`src/rtl/fetch_stage.sv`:
```
// Instruction fetch stage: drives a synchronous instruction memory and holds the IF/ID register.
// Supports stall, redirect (jump) and halt.
module fetch_stage #(
  parameter int unsigned          PC_BITS   = 10,
  parameter int unsigned          REGI_SIZE = 16,
  parameter logic [REGI_SIZE-1:0] NOP_WORD  = 16'h0000
) (
  input  logic                 clk,
  input  logic                 rst,
  input  logic                 start_i,
  input  logic                 stall_i,
  input  logic                 jump_en_i,
  input  logic [PC_BITS-1:0]   jump_addr_i,
  input  logic                 end_i,
  output logic [PC_BITS-1:0]   imem_addr_o,
  input  logic [REGI_SIZE-1:0] imem_rd_data_i,
  output logic [REGI_SIZE-1:0] instruction_o,
  output logic [REGI_SIZE-1:0] next_pc_o,
  output logic                 valid_o,
  output logic                 halted_o
);

  typedef enum logic [1:0] {
    StIdle,
    StRun,
    StHalt
  } state_e;

  state_e               state_q, state_d;
  logic [PC_BITS-1:0]   pc_q, pc_d;
  logic [PC_BITS-1:0]   req_pc_q, req_pc_d;
  logic                 req_vld_q, req_vld_d;
  logic [REGI_SIZE-1:0] instr_q, instr_d;
  logic [REGI_SIZE-1:0] next_pc_q, next_pc_d;
  logic                 valid_q, valid_d;

  logic [PC_BITS-1:0]   pc_inc;
  logic [PC_BITS-1:0]   req_pc_inc;

  assign pc_inc     = pc_q + 1'b1;
  assign req_pc_inc = req_pc_q + 1'b1;

  always_comb begin
    state_d   = state_q;
    pc_d      = pc_q;
    req_pc_d  = req_pc_q;
    req_vld_d = req_vld_q;
    instr_d   = instr_q;
    next_pc_d = next_pc_q;
    valid_d   = valid_q;

    case (state_q)
      StIdle: begin
        if (start_i) begin
          state_d   = StRun;
          pc_d      = '0;
          req_vld_d = 1'b0;
        end
      end
      StRun: begin
        if (jump_en_i) begin
          // The read issued this cycle belongs to the old path and is dropped.
          pc_d      = jump_addr_i;
          req_vld_d = 1'b0;
          valid_d   = 1'b0;
          instr_d   = NOP_WORD;
        end else if (end_i) begin
          state_d   = StHalt;
          req_vld_d = 1'b0;
          valid_d   = 1'b0;
          instr_d   = NOP_WORD;
        end else if (!stall_i) begin
          req_pc_d  = pc_q;
          req_vld_d = 1'b1;
          pc_d      = pc_inc;
          instr_d   = req_vld_q ? imem_rd_data_i : NOP_WORD;
          next_pc_d = REGI_SIZE'(req_pc_inc);
          valid_d   = req_vld_q;
        end
      end
      StHalt: begin
      end
      default: begin
        state_d = StIdle;
      end
    endcase
  end

  always_ff @(posedge clk or negedge rst) begin
    if (!rst) begin
      state_q   <= StIdle;
      pc_q      <= '0;
      req_pc_q  <= '0;
      req_vld_q <= 1'b0;
      instr_q   <= NOP_WORD;
      next_pc_q <= '0;
      valid_q   <= 1'b0;
    end else begin
      state_q   <= state_d;
      pc_q      <= pc_d;
      req_pc_q  <= req_pc_d;
      req_vld_q <= req_vld_d;
      instr_q   <= instr_d;
      next_pc_q <= next_pc_d;
      valid_q   <= valid_d;
    end
  end

  // While stalled, re-issue the in-flight address so its data is still presented afterwards.
  assign imem_addr_o   = (state_q == StRun && stall_i) ? req_pc_q : pc_q;
  assign instruction_o = instr_q;
  assign next_pc_o     = next_pc_q;
  assign valid_o       = valid_q;
  assign halted_o      = (state_q == StHalt);

endmodule

```
`config.mk`:
```
export PLATFORM = sky130hd
export DESIGN_NAME = fetch_stage
export DESIGN_NICKNAME = d
export VERILOG_FILES = /design/src/rtl/fetch_stage.sv
export SDC_FILE = /design/constraint.sdc
export NUM_CORES = 1
export LEC_CHECK = 0
export ABC_AREA = 1
export BUFFER_PORTS_ARGS = -buffer_cell sky130_fd_sc_hd__clkbuf_2
export CAP_MARGIN = 0
export CORE_UTILIZATION = 50
export CTS_BUF_LIST = sky130_fd_sc_hd__clkbuf_8
export DETAILED_ROUTE_END_ITERATION = 10
export PLACE_DENSITY_LB_ADDON = 0.08
export SLEW_MARGIN = 30
export SYNTH_ARGS = -nofsm -noshare
export SYNTH_HDL_FRONTEND = slang
export SYNTH_SLANG_ARGS = --single-unit
```
`constraint.sdc`:
```
create_clock -name clk -period 3.7 [get_ports clk]
set_clock_uncertainty 0.1 [all_clocks]
set_input_delay 0.37 -clock clk [delete_from_list [all_inputs] [get_ports clk]]
set_output_delay 0.37 -clock clk [all_outputs]
set_load 0.005 [all_outputs]
```
# After elaboration in Yosys (flattened, before gate mapping)
# Index checks and enable logic that the tools add are counted.
# Widths: inputs -> output; s select.
# word_totals
reg_bits,50
wordCells,52
inputBits,32
output_inout_bits,44
# classes
n_reduce_logical,8
n_bitwise,4
mux,22
n_eq_ne,9
n_addsub,2
# op_table
cell,n
$mux 16,4
$mux 10,5
$add 10x1->10 const B,2
$pmux 10 s2,1
$reduce_and 4->1,3
$mux 1,7
$mux 2,3
$ne 2x2->1 const B,3
$ne 3x3->1 const B,2
$pmux 2 s3,1
$ne 4x4->1 const B,1
$not 1->1,4
$ne 3x1->1 const B,1
$reduce_and 3->1,1
$eq 2x1->1 const B,1
$eq 2x2->1 const B,1
$logic_not 2->1,1
$pmux 1 s2,1
$reduce_and 2->1,1
$reduce_bool 2->1,1
$logic_and 1x1->1,1

# Longest topological paths before layout
# depth
depth_word,5
depth_mapped,8
depth_no_buf,8

# Worst setup path before layout
# Ideal clock, no wire load.
# synth_timing
path_type,register to output
from,register state_q[0]
to,output imem_addr_o[1]
stages_incl_launch_ff,7
path_slack_ns,2.189
t_required_ns,3.230
path_buffers,1
t_arrival_ns,1.041
cell_sequence,dfrtp_1 > inv_2 > nor2_4 > nand2_1 > clkbuf_1 > nor2_1 > a21oi_1
# synth_via
elab_chain_cells,3
# synth_lines
element,line_no,rtl
"start, declared",29,"state_e state_q, state_d;"
"start signal, assigned",91,state_q <= StIdle;
"start signal, assigned",99,state_q <= state_d;
$eq 2x1->1,110,assign imem_addr_o = (state_q == StRun && stall_i) ? req_pc_q : pc_q;
$logic_and 1x1->1,110,
$mux 10,110,
"end, declared",15,"output logic [PC_BITS-1:0] imem_addr_o,"
# Every way passes these cells.

# Final worst setup path
# layout_timing
from,register state_q[0]
to,output imem_addr_o[0]
# Same word-level chain as after synthesis.

==> report_table.html <==
<table>
<tr><th>Metric</th><th>Value</th></tr>
<tr><th colspan="2">Outcome</th></tr>
<tr><td>Run status</td><td>finished clean</td></tr>
<tr><th colspan="2">Detailed routing</th></tr>
<tr><td>Via-per-instance ratio</td><td>4.839</td></tr>
<tr><td>Antenna-violating nets left</td><td>0</td></tr>
<tr><td>Routed wire per std cell</td><td>11.60 um</td></tr>
<tr><td>Total wire length after detailed routing</td><td>roughly 5500 um</td></tr>
<tr><td>Violation count after the first detailed-routing iteration</td><td>about 190</td></tr>
<tr><td>Overall via count from detail_route</td><td>2,279</td></tr>
<tr><td>Pre-antenna DRT Iters</td><td>4</td></tr>
<tr><td>DRC errors left</td><td>0</td></tr>
<tr><th colspan="2">Floorplan</th></tr>
<tr><td>Effective utilization at floorplan</td><td>53.38%</td></tr>
<tr><td>Number of placement rows</td><td>25</td></tr>
<tr><td>DIE WIDTH</td><td>74.18 um</td></tr>
<tr><td>Die height</td><td>roughly 74 um</td></tr>
<tr><td>Floorplan Core Area</td><td>4880 um^2</td></tr>
<tr><td>Ports placed on the boundary</td><td>76</td></tr>
<tr><td>Die Footprint</td><td>roughly 5500 um^2</td></tr>
<tr><th colspan="2">Clocking</th></tr>
<tr><td>Quantity of gates resized following cts</td><td>0</td></tr>
<tr><td>Count of H-tree levels built during CTS</td><td>2</td></tr>
<tr><td>Clock Root Buffer</td><td>clkbuf_8</td></tr>
<tr><td>Clock tree from TritonCTS</td><td>yes</td></tr>
<tr><td>Clock slew at the register clock pins of the worst setup and hold paths</td><td>0.09 ns</td></tr>
<tr><td>Source-to-sink clock delay at the later pin of the worst-skew pair</td><td>0.30 ns</td></tr>
<tr><td>Hold_buf cts</td><td>1</td></tr>
<tr><td>Clock buffers created by TritonCTS</td><td>5</td></tr>
<tr><td>Number of post-CTS setup repair buffers</td><td>0</td></tr>
<tr><td>Maximum root-to-sink buffer count</td><td>2</td></tr>
<tr><td>Number of clock sinks seen by CTS</td><td>50</td></tr>
<tr><th colspan="2">Timing</th></tr>
<tr><td>Unrepaired setup endpoints after global routing</td><td>no</td></tr>
<tr><td>Least-Margin Pin Slew</td><td>between 0.5 and 0.6 ns</td></tr>
<tr><td>Tmin final</td><td>2.305 ns</td></tr>
<tr><td>Total count of hold-check failures in the final report</td><td>0</td></tr>
<tr><td>Final setup violation count</td><td>0</td></tr>
<tr><td>Share of the cycle needed by the critical path after routing</td><td>62.29%</td></tr>
<tr><td>Maximum clock rate</td><td>433.9 MHz</td></tr>
<tr><td>Final Max Tran Viols</td><td>0</td></tr>
<tr><td>Summed negative setup slack over all endpoints</td><td>0 ns</td></tr>
<tr><td>Slew headroom</td><td>about three fifths</td></tr>
<tr><th colspan="2">Worst setup path</th></tr>
<tr><td>Critical path capture point type</td><td>output port</td></tr>
<tr><td>Slowest cell on the critical path</td><td>dfrtp_1</td></tr>
<tr><td>Slowest cell delay on critical path</td><td>roughly 0.42 ns</td></tr>
<tr><td>Worst Path Arrival</td><td>about 1.8 ns</td></tr>
<tr><td>Flop-to-flop setup slack</td><td>around 1.6 ns</td></tr>
<tr><td>CP Max Fanout</td><td>20</td></tr>
<tr><td>Launching point of the worst reg2reg path</td><td>state_q[0]$_DFFE_PN0P_</td></tr>
<tr><td>Gate family responsible for the most delay along the worst path</td><td>simple AND/OR/NAND/NOR gates</td></tr>
<tr><td>Ordered cell list for the critical path</td><td>inv_2 -&gt; nor2_4 -&gt; nand2_1 -&gt; o21ai_0 -&gt; clkbuf_2</td></tr>
<tr><td>Type of element launching the critical path</td><td>flip-flop</td></tr>
<tr><td>Critical path depth in cells</td><td>5</td></tr>
<tr><td>Crit path required time</td><td>3.23 ns</td></tr>
<tr><td>Worst setup path startpoint</td><td>state_q[0]$_DFFE_PN0P_</td></tr>
<tr><td>Path depth of the worst reg2reg path</td><td>6</td></tr>
<tr><td>Worst path buffer plus inverter count</td><td>2</td></tr>
<tr><td>Setup Crit Path Kind</td><td>flip-flop to output port</td></tr>
<tr><th colspan="2">Layout</th></tr>
<tr><td>Final Instance Count excl. Fillers</td><td>471</td></tr>
<tr><td>Fill cell total of the finished layout</td><td>454</td></tr>
<tr><td>Fraction of layout instances using a drive strength above 1</td><td>21.53%</td></tr>
<tr><td>Post-route design area</td><td>between 3000 and 4000 um^2</td></tr>
<tr><td>Antenna fix cells</td><td>0</td></tr>
<tr><td>Post-layout util</td><td>62.56%</td></tr>
<tr><td>Area growth from synthesis to layout</td><td>17.20%</td></tr>
<tr><td>Layout Nets</td><td>about 440</td></tr>
<tr><th colspan="2">Min path</th></tr>
<tr><td>Hold path startpoint</td><td>imem_rd_data_i[6]</td></tr>
<tr><td>Number of cells on the worst hold path</td><td>3</td></tr>
<tr><td>Classification of the worst-slack hold path</td><td>input pin to flip-flop</td></tr>
<tr><th colspan="2">Synthesis</th></tr>
<tr><td>Synthesized instance count</td><td>341</td></tr>
<tr><td>Synthesized area per cell</td><td>7.639 um^2</td></tr>
<tr><td>Leading register cell type out of synthesis</td><td>dfrtp_1</td></tr>
<tr><td>Sequential element share of the synthesized area</td><td>48.03%</td></tr>
<tr><td>Number of flip-flops and latches in the synthesized netlist</td><td>50</td></tr>
<tr><td>Number of enable-type register cells in the synthesized netlist</td><td>0</td></tr>
<tr><td>Number of warnings printed during yosys synthesis</td><td>0</td></tr>
<tr><td>Proportion of synthesized flip-flops having asynchronous set or reset</td><td>100.0%</td></tr>
<tr><td>Post-Syn Area</td><td>2605 um^2</td></tr>
<tr><td>Post-synthesis cell type count</td><td>29</td></tr>
<tr><th colspan="2">Global route</th></tr>
<tr><td>Maximum number of pins on one net before global-route repair</td><td>33</td></tr>
<tr><td>Number of antenna violations at the first check in global routing</td><td>0</td></tr>
<tr><td>Wire length of the first global-routing pass</td><td>9114 um</td></tr>
<tr><td>GRT Total Usage</td><td>between 20% and 30%</td></tr>
<tr><td>Via count of the first global-routing pass</td><td>approximately 2.0k</td></tr>
<tr><td>Aggregate global routing overflow</td><td>0</td></tr>
<tr><th colspan="2">Place</th></tr>
<tr><td>HPWL after detailed placement</td><td>3890 um</td></tr>
<tr><td>GP Congestion</td><td>0.7798</td></tr>
<tr><td>Count of input and output buffers</td><td>69</td></tr>
<tr><td>DP Area</td><td>2934 um^2</td></tr>
<tr><td>Placed insts</td><td>462</td></tr>
<tr><th colspan="2">Pwr</th></tr>
<tr><td>Maximum ir drop on the vdd rail</td><td>around 0.36 mV</td></tr>
<tr><td>Pwr dens</td><td>660.1 nW/um^2</td></tr>
<tr><td>Power consumption</td><td>2.015 mW</td></tr>
<tr><td>Cell leakage power</td><td>1.567 nW</td></tr>
<tr><th colspan="2">Flow run</th></tr>
<tr><td>Max Cap Violations</td><td>0</td></tr>
</table>
## final cells by class
cell class | count | area [um^2] | share of cell area [%]
clock buffers | 5 | 68.82 | 2.254
clock inverters | 3 | 40.04 | 1.311
inverters | 42 | 157.7 | 5.164
multi-input cells | 233 | 1089 | 35.66
flip-flops and latches | 50 | 1251 | 40.98
well taps | 67 | 83.83 | 2.746
repair buffers | 71 | 362.8 | 11.89
## through the flow
stage	hold slack [ns]	setup slack (ns)
after CTS	0.1980	1.406
final	0.2026	1.395
after global placement	0.2334	1.506
after detailed placement	0.2327	1.460
after floorplan	-0.02559	2.189
after global routing	0.2095	1.233
## placed cells by master (no fill, tap or decap)
cell type and instances:
clkbuf_8 5, o21ai_2 1, nand3b_1 1, o21ai_1 7
nand4_1 4, nor2_2 1, o21ai_0 40, a21oi_1 10
xor2_1 4, nand2_2 1, a31oi_1 1, buf_4 1
nor2_4 1, a21oi_2 2, o21bai_1 1, dlygate4sd3_1 1
o22ai_1 1, bufinv_16 1, clkinv_2 2, ha_1 2
xnor2_1 1, conb_1 6, dfrtp_1 50, nand2_1 80
inv_1 40, nor2_1 33, clkbuf_2 69, inv_2 2
nand3_2 1, nand3_1 35
## routing by layer
layer	vias up	global-route usage, %	wire length [um]
met5	-	0	0
met4	0	7.051	53
met3	5	3.388	212
met2	63	35.66	2529
met1	1013	29.02	2667
li1	1198	-	-
## tightest hold or removal path: cells and delay by family
family          cells  cell delay [ns]
compound gates      1             0.06
buf+inv             1             0.08
simple gates        1             0.06
## synthesized netlist by cell type (7+ instances only)
cell type	n	area, um^2
dfrtp_1	50	1251
nor2_1	33	123.9
clkbuf_1	7	26.28
a21oi_1	10	50.05
buf_4	7	52.55
nand2_1	80	300.3
o21ai_1	7	35.03
nand3_1	35	175.2
o21ai_0	40	200.2
inv_1	40	150.1
## flip-flops by register name (all words and copies together) (netlist names)
register	flops
state_q	2
req_pc_q	10
instruction_o	16
next_pc_o	10
pc_q	10
valid_o	1
req_vld_q	1
## where the power goes
part / switching [mW] / total (mW) / internal (mW)
registers: 0.196 / 0.913 / 0.717
clock network: 0.181 / 0.380 / 0.199
logic: 0.435 / 0.722 / 0.287
## cell families (layout without fill, tap and decap cells)
family | Yosys count | in the layout | share of synthesized area, %
flip-flops | 50 | 50 | 48.03
adder cells (fa/ha/maj) | 2 | 2 | 0.9605
XOR/XNOR | 5 | 5 | 1.681
AND/OR/NAND/NOR | 157 | 157 | 25.55
other | 1 | 6 | 0.1440
buffers and inverters | 63 | 121 | 10.90
AO/OA/AOI/OAI | 63 | 63 | 12.73
## path summary, 6_finish.rpt
path / to
min in group asynchronous: next_pc_o[4]$_DFFE_PN0P_
max in group asynchronous: state_q[1]$_DFFE_PN0P_
hold reg to reg: next_pc_o[3]$_DFFE_PN0P_
setup / recovery: imem_addr_o[0]
hold / removal: instruction_o[6]$_DFFE_PN0P_
setup reg to reg: instruction_o[3]$_DFFE_PN0P_
No activity file was read; power rests on OpenSTA's default activity.
